File: config.mk
export PLATFORM = sky130hd
export DESIGN_NAME = counter_chain_feeder
export DESIGN_NICKNAME = d
export VERILOG_FILES = /design/src/rtl/counter_chain_feeder.sv
export SDC_FILE = /design/constraint.sdc
export NUM_CORES = 1
export LEC_CHECK = 0
export ABC_AREA = 1
export ABC_CLOCK_PERIOD_IN_PS = 4800
export CAP_MARGIN = 30
export CORE_AREA = 2 2 119 87
export DETAILED_ROUTE_END_ITERATION = 10
export DIE_AREA = 0 0 121 89
export PLACE_DENSITY_LB_ADDON = 0.3
export REMOVE_ABC_BUFFERS = 1
export SLEW_MARGIN = 30
export SYNTH_ARGS = -nofsm -noshare
export SYNTH_HDL_FRONTEND = slang
export SYNTH_SLANG_ARGS = --single-unit
File: constraint.sdc
create_clock -name clk -period 4.8 [get_ports clk]
set_input_delay 1.2 -clock clk [delete_from_list [all_inputs] [get_ports clk]]
set_output_delay 1.2 -clock clk [all_outputs]
set_load 0.01 [all_outputs]
File: src/rtl/counter_chain_feeder.sv
// -----------------------------------------------------------------------------
// counter_chain_feeder
//
// Streaming front end for the LOOKAHEAD8 counter chain. Operand frames arrive
// one beat per accepted in_valid/in_ready transfer and are presented to the
// compressor tree as one wide parallel word behind an out_valid/out_ready
// handshake.
//
// Beat layout by slot (slot counter runs 0..5, advances per accepted beat):
//   slot 0   : in_data[2:0] -> C0, [4:3] -> C1, [6:5] -> C2 (upper bits ignored)
//   slot 1..5: in_data -> CL_00, CL_01, CL_02, CL_03, CL_10
// A frame completes on the slot-5 beat or on any beat carrying in_last. Slots
// not written before completion stay zero; out_partial flags an early finish.
//
// Ports
//   clk, rst_n           clock, asynchronous active-low reset
//   in_data/in_valid/
//   in_last/in_ready     beat stream (in_ready is a flop output)
//   out_c0/out_c1/out_c2 frame carry-in columns
//   out_cl00..out_cl10   frame column vectors, LENGTH bits each (LENGTH >= 7)
//   out_partial          frame was closed early by in_last
//   out_valid/out_ready  frame handshake (out_valid is a flop output)
//
// Build option
//   COUNTER_FEED_PINGPONG_EN : when defined, the fill buffer keeps collecting
//   while the output register holds a frame, so a second frame can be staged
//   (one collecting, one holding). in_ready drops only when both are occupied.
//   When undefined, in_ready = !out_valid: collection pauses while a frame is
//   held and resumes the cycle after the output handshake.
// -----------------------------------------------------------------------------
module counter_chain_feeder #(
    parameter int LENGTH = 8
) (
    input  logic              clk,
    input  logic              rst_n,
    input  logic [LENGTH-1:0] in_data,
    input  logic              in_valid,
    input  logic              in_last,
    output logic              in_ready,
    output logic [2:0]        out_c0,
    output logic [1:0]        out_c1,
    output logic [1:0]        out_c2,
    output logic [LENGTH-1:0] out_cl00,
    output logic [LENGTH-1:0] out_cl01,
    output logic [LENGTH-1:0] out_cl02,
    output logic [LENGTH-1:0] out_cl03,
    output logic [LENGTH-1:0] out_cl10,
    output logic              out_partial,
    output logic              out_valid,
    input  logic              out_ready
);

    // One complete operand frame. cl[0..4] = CL_00, CL_01, CL_02, CL_03, CL_10.
    typedef struct packed {
        logic                   partial;
        logic [4:0][LENGTH-1:0] cl;
        logic [1:0]             c2;
        logic [1:0]             c1;
        logic [2:0]             c0;
    } frame_t;

    typedef enum logic {
        COLLECT = 1'b0,
        FULL    = 1'b1
    } fill_state_e;

    typedef enum logic {
        EMPTY = 1'b0,
        HOLD  = 1'b1
    } out_state_e;

    localparam logic [2:0] LAST_SLOT = 3'd5;

    // ------------------------------------------------------------------------
    // State
    // ------------------------------------------------------------------------
    frame_t      fill_q,       fill_d;
    logic [2:0]  slot_q,       slot_d;
    fill_state_e fill_state_q, fill_state_d;
    frame_t      out_q,        out_d;
    out_state_e  out_state_q,  out_state_d;
    logic        in_ready_q,   in_ready_d;

    // ------------------------------------------------------------------------
    // Next-state logic
    // ------------------------------------------------------------------------
    logic   accept;
    logic   at_last_slot;
    logic   complete;
    logic   out_free;
    frame_t merged;

    always_comb begin
        fill_d       = fill_q;
        slot_d       = slot_q;
        fill_state_d = fill_state_q;
        out_d        = out_q;
        out_state_d  = out_state_q;

        accept       = in_valid && in_ready_q;
        at_last_slot = (slot_q == LAST_SLOT);
        complete     = accept && (at_last_slot || in_last);
        // The output register can take a frame this edge if it is empty or
        // its current frame is being consumed right now.
        out_free     = (out_state_q == EMPTY) || out_ready;

        // Fill buffer with the current beat merged into its slot.
        merged = fill_q;
        if (accept) begin
            case (slot_q)
                3'd0: begin
                    merged.c0 = in_data[2:0];
                    merged.c1 = in_data[4:3];
                    merged.c2 = in_data[6:5];
                end
                3'd1:    merged.cl[0] = in_data;
                3'd2:    merged.cl[1] = in_data;
                3'd3:    merged.cl[2] = in_data;
                3'd4:    merged.cl[3] = in_data;
                3'd5:    merged.cl[4] = in_data;
                default: ;
            endcase
        end
        merged.partial = complete && !at_last_slot;

        if (accept) begin
            slot_d = complete ? 3'd0 : slot_q + 3'd1;
            fill_d = merged;
        end

        if (fill_state_q == FULL) begin
            // A staged frame moves up as soon as the held one is taken, so
            // out_valid stays high across the swap.
            if (out_free) begin
                out_d        = fill_q;
                out_state_d  = HOLD;
                fill_d       = '0;
                fill_state_d = COLLECT;
            end
        end else if (complete) begin
            if (out_free) begin
                // Completion and output handshake in one cycle: the new
                // frame simply overwrites the one being consumed.
                out_d       = merged;
                out_state_d = HOLD;
                fill_d      = '0;
            end else begin
                fill_d       = merged;
                fill_state_d = FULL;
            end
        end else if ((out_state_q == HOLD) && out_ready) begin
            out_state_d = EMPTY;
        end

        // in_ready is computed from next state and registered so that it has
        // no combinational dependence on out_ready, and so it stays low for
        // the first cycle after reset release.
`ifdef COUNTER_FEED_PINGPONG_EN
        in_ready_d = (fill_state_d == COLLECT);
`else
        in_ready_d = (out_state_d == EMPTY);
`endif
    end

    // ------------------------------------------------------------------------
    // Registers
    // ------------------------------------------------------------------------
    always_ff @(posedge clk or negedge rst_n) begin
        if (!rst_n) begin
            fill_q       <= '0;
            slot_q       <= 3'd0;
            fill_state_q <= COLLECT;
            out_q        <= '0;
            out_state_q  <= EMPTY;
            in_ready_q   <= 1'b0;
        end else begin
            fill_q       <= fill_d;
            slot_q       <= slot_d;
            fill_state_q <= fill_state_d;
            out_q        <= out_d;
            out_state_q  <= out_state_d;
            in_ready_q   <= in_ready_d;
        end
    end

    // ------------------------------------------------------------------------
    // Outputs
    // ------------------------------------------------------------------------
    assign in_ready    = in_ready_q;
    assign out_valid   = (out_state_q == HOLD);
    assign out_partial = out_q.partial;
    assign out_c0      = out_q.c0;
    assign out_c1      = out_q.c1;
    assign out_c2      = out_q.c2;
    assign out_cl00    = out_q.cl[0];
    assign out_cl01    = out_q.cl[1];
    assign out_cl02    = out_q.cl[2];
    assign out_cl03    = out_q.cl[3];
    assign out_cl10    = out_q.cl[4];

endmodule
==> metrics.sh <==
HP-START='out_c1[0]'
NUMBER_OF_STANDARD_CELLS_AFTER_SYNTHESIS=692
TIMING_WORST_SETUP_PATH_TYPE='input pin to register'
CORE_REGION_AREA_MM2=0.00950
WORST_R2R_PATH_DEPTH=11
CRITICAL_PATH.MAX_FANOUT=78
NETS=761
CP_CELL_SEQUENCE='clkdlybuf4s50_1 > nand2_4 > inv_4 > nand2_4 > nand2_2 > nand2_4 > buf_4 > nor2_1 > nand2_1 > nand2_1'
MAX_FREQ_MHz=308
FINAL_CELL_MIX='334 x sky130_fd_sc_hd__nand2_1, 102 x sky130_fd_sc_hd__dfrtp_1, 68 x sky130_fd_sc_hd__inv_1, 61 x sky130_fd_sc_hd__clkdlybuf4s50_1, 58 x sky130_fd_sc_hd__nand3_1'
CLK_PIN_SLEW_NS=0.07
TIMING.RR.START='slot_q[1]'
FINALSETUPVIOLATIONS=0
FINALSETUPTNS_NS=0
TIMING.RR.END='out_cl03[7]'
DRT_FIRST_PASS_ITERS=6
HOLDCRITPATHCLASS='register to register'
TRITONCTS_CLOCK_TREE='done'
CTS_BUFFERS=9
FINALINSTANCEAREA_MM2=0.00606
CTS_MAX_PATH_BUFFERS=2
DESIGN.DIE.AREA_MM2=0.0108
YOSYSWARNINGCOUNT=0
CP-START-KIND='input pin'
WL_UM=11600
FINAL.HOLD.WORST_SLACK_NS=0.479
ENDPOINT_OF_THE_WORST_SETUP_TIMING_PATH='out_cl03[7]'
REG2REG_SETUP_SLACK_NS=2.21
LAYOUT-DRIVE-GT1-SHARE_PCT=8.29
POST_CTS_REPAIR_SETUP_BUFFERS=0
POST_SYNTH_NUM_CELL_TYPES=22
SETUP_REPAIR_AFTER_GLOBAL_ROUTING_MISSED_ITS_MARGIN='false'
WORSTSETUPENDPOINTTYPE='register'
DESIGN.PORTCOUNT=63
WIRE_LENGTH_OF_THE_FIRST_GLOBAL_ROUTING_PASS_UM=19600
FINCLKSKEW_NS=0.00779
CLOCK-ROOT-BUFFER='sky130_fd_sc_hd__clkbuf_16'
DIE_H_UM=89
HIGHEST_IR_DROP_SEEN_ON_VDD_V=0.000295
PLACED_AREA_MM2=0.00573
SYNTH_SEQ_CELLS=102
PATH_COMMON_CELL='sky130_fd_sc_hd__nand2_4'
SYN_AREA_MM2=0.00508
POWER_PER_CELL_AREA_mW_PER_MM2=577
SLEW_VIOL_FINAL=0
SEQ_TOTAL_AREA_YOSYS_PCT=50.3
DIODES=0
FINALCRITPERIODSHARE_PCT=67.7
DETAILED_PLACE_HPWL_UM=7330
AREA_GROWTH_PCT=19.3
DRTITER0DRC=380
POST-ROUTE-MIN-PERIOD_NS=3.25
POST_CTS_RESIZE_COUNT=0
CRIT_PATH_MAX_INCR_DELAY_NS=0.64
CRITICAL-PATH-SLOWEST-CELL='sky130_fd_sc_hd__nand2_4'
GLOBALROUTEOVERFLOWTOTAL=0
MAX-SLEW-MARGIN-REL_PCT=40.4
GRT_MAX_DEGREE=89
FILLER_CELL_COUNT=819
CTSHOLDBUFFERS=0
VIAS=4454
MOSTFREQUENTLAYOUTCELL='sky130_fd_sc_hd__nand2_1'
CTS_NUM_SINKS=102
TIMING.FINAL.HOLD_VIOLATIONS=0
DIE_W_UM=121
TIMING.CRITICAL_PATH.ARRIVAL_NS=3.49
OUTCOME='complete, no violations'
CRIT_REQUIRED_NS=5.04
NUMBER_OF_ANTENNA_VIOLATIONS_AT_THE_FIRST_CHECK_IN_GLOBAL_ROUTING=0
PLACEMENT.IO_BUFFERS=62
FIRST_GLOBAL_VIAS=4201
H_TREE_LVLS=3
TRACK_USAGE_PCT=23.4
DETAIL_ROUTE.WL_PER_CELL_UM=13.2
ROWS=30
REMAINING_DRC_ERRORS=0
DRV.MAX_CAP_VIOLATION_COUNT=0
VIAS_PER_CELL=5.08
CLK_LATENCY_NS=0.35
STATIC_LEAKAGE_nW=3.73
INITIAL_STANDARD_CELL_UTILIZATION_OF_THE_CORE_PCT=53.5
CP-STARTPOINT='in_valid'
GP_CONGESTION=0.808
ANT_NETS=0
POSTSYNTHAREAPERCELL_UM2=7.34
WORST_SLEW_PIN_SLEW_NS=0.894
==> routing by layer <==
metal  up-vias  track usage [%]  routed length (um)  part of all wire, %
li1       2176                -                   -                    -
met1      2126             30.2                5170                   45
met2       140             39.1                5540                   48
met3        12             6.38                 753                  6.5
met4         0             7.29                 130                  1.1
met5         -                0                   0                    0
==> cell usage after synthesis <==
cell type	instances	area, um2
sky130_fd_sc_hd__buf_4	2	15.0
sky130_fd_sc_hd__o21ai_0	4	20.0
sky130_fd_sc_hd__dfrtp_1	102	2550
sky130_fd_sc_hd__o211ai_1	1	7.51
sky130_fd_sc_hd__a21oi_1	1	5.00
sky130_fd_sc_hd__nor2_4	1	11.3
sky130_fd_sc_hd__nor2_1	51	191
sky130_fd_sc_hd__nor2_2	26	163
sky130_fd_sc_hd__clkinv_4	1	8.76
sky130_fd_sc_hd__clkbuf_1	10	37.5
sky130_fd_sc_hd__inv_1	68	255
sky130_fd_sc_hd__o22ai_1	1	6.26
sky130_fd_sc_hd__buf_2	7	35.0
sky130_fd_sc_hd__or2_2	8	50.1
sky130_fd_sc_hd__nand2_2	2	12.5
sky130_fd_sc_hd__ha_1	5	62.6
sky130_fd_sc_hd__nand3_1	58	290
sky130_fd_sc_hd__nand2_1	334	1250
sky130_fd_sc_hd__inv_4	1	6.26
sky130_fd_sc_hd__inv_2	1	3.75
sky130_fd_sc_hd__nand2_4	2	22.5
sky130_fd_sc_hd__buf_6	6	67.6
==> power by group <==
part	total (mW)	switching (mW)	internal (mW)
clock	0.790	0.321	0.469
sequential	1.38	0.189	1.19
combinational	1.32	0.729	0.595
total	3.49	1.24	2.25
==> sequential cells by signal, indices dropped and copies added (netlist names) <==
name / flops
out_cl00: 8
out_c0: 3
out_valid: 1
out_cl01: 8
out_c2: 2
in_ready: 1
out_cl10: 8
fill_q: 48
out_cl02: 8
out_c1: 2
fill_state_q: 1
slot_q: 3
out_cl03: 8
out_partial: 1
==> cell type report <==
class	instances	area, um2	area share (%)
well taps	128	160	2.64
flip-flops and latches	102	2550	42.1
repair buffers	65	644	10.6
inverters	71	274	4.52
clock inverters	6	85.1	1.40
multi-input cells	494	2100	34.7
clock buffers	10	239	3.95
==> stage by stage <==
stage	worst slack [ns]	total power [mW]	util (%)	instances
6_report	1.55	3.49	63.8	876
4_1_cts	1.55	3.51	63.8	876
5_1_grt	1.36	3.77	63.8	876
3_5_place_dp	1.19	2.71	60.4	860
3_3_place_gp	1.22	2.65	60.3	860
2_1_floorplan	1.27	2.14	-	667
==> cell families after synthesis <==
family / after synthesis / share of synthesized area (%)
DFF: 102 / 50.3
and+or+nand+nor: 482 / 39.3
AOI/OAI and AO/OA: 7 / 0.764
buffers and inverters: 96 / 8.45
adders and majority gates: 5 / 1.23
==> worst max-delay path, delay by kind of cell <==
| kind | cells | cell delay [ns] |
|---|---|---|
| simple gates | 7 | 1.17 |
| buf+inv | 3 | 1.07 |
==> how the worst min path moves through the flow <==
stage	endpoint	slack, ns	cells past startpoint
2_1_floorplan	fill_q[47]	0.50	2
3_3_place_gp	out_cl00[1]	0.46	2
3_5_place_dp	out_cl01[3]	0.47	2
4_1_cts	out_cl01[3]	0.48	2
5_1_grt	out_cl03[7]	0.50	2
6_report	out_c1[0]	0.48	2
Note: power is estimated with default switching activity, not from simulation.
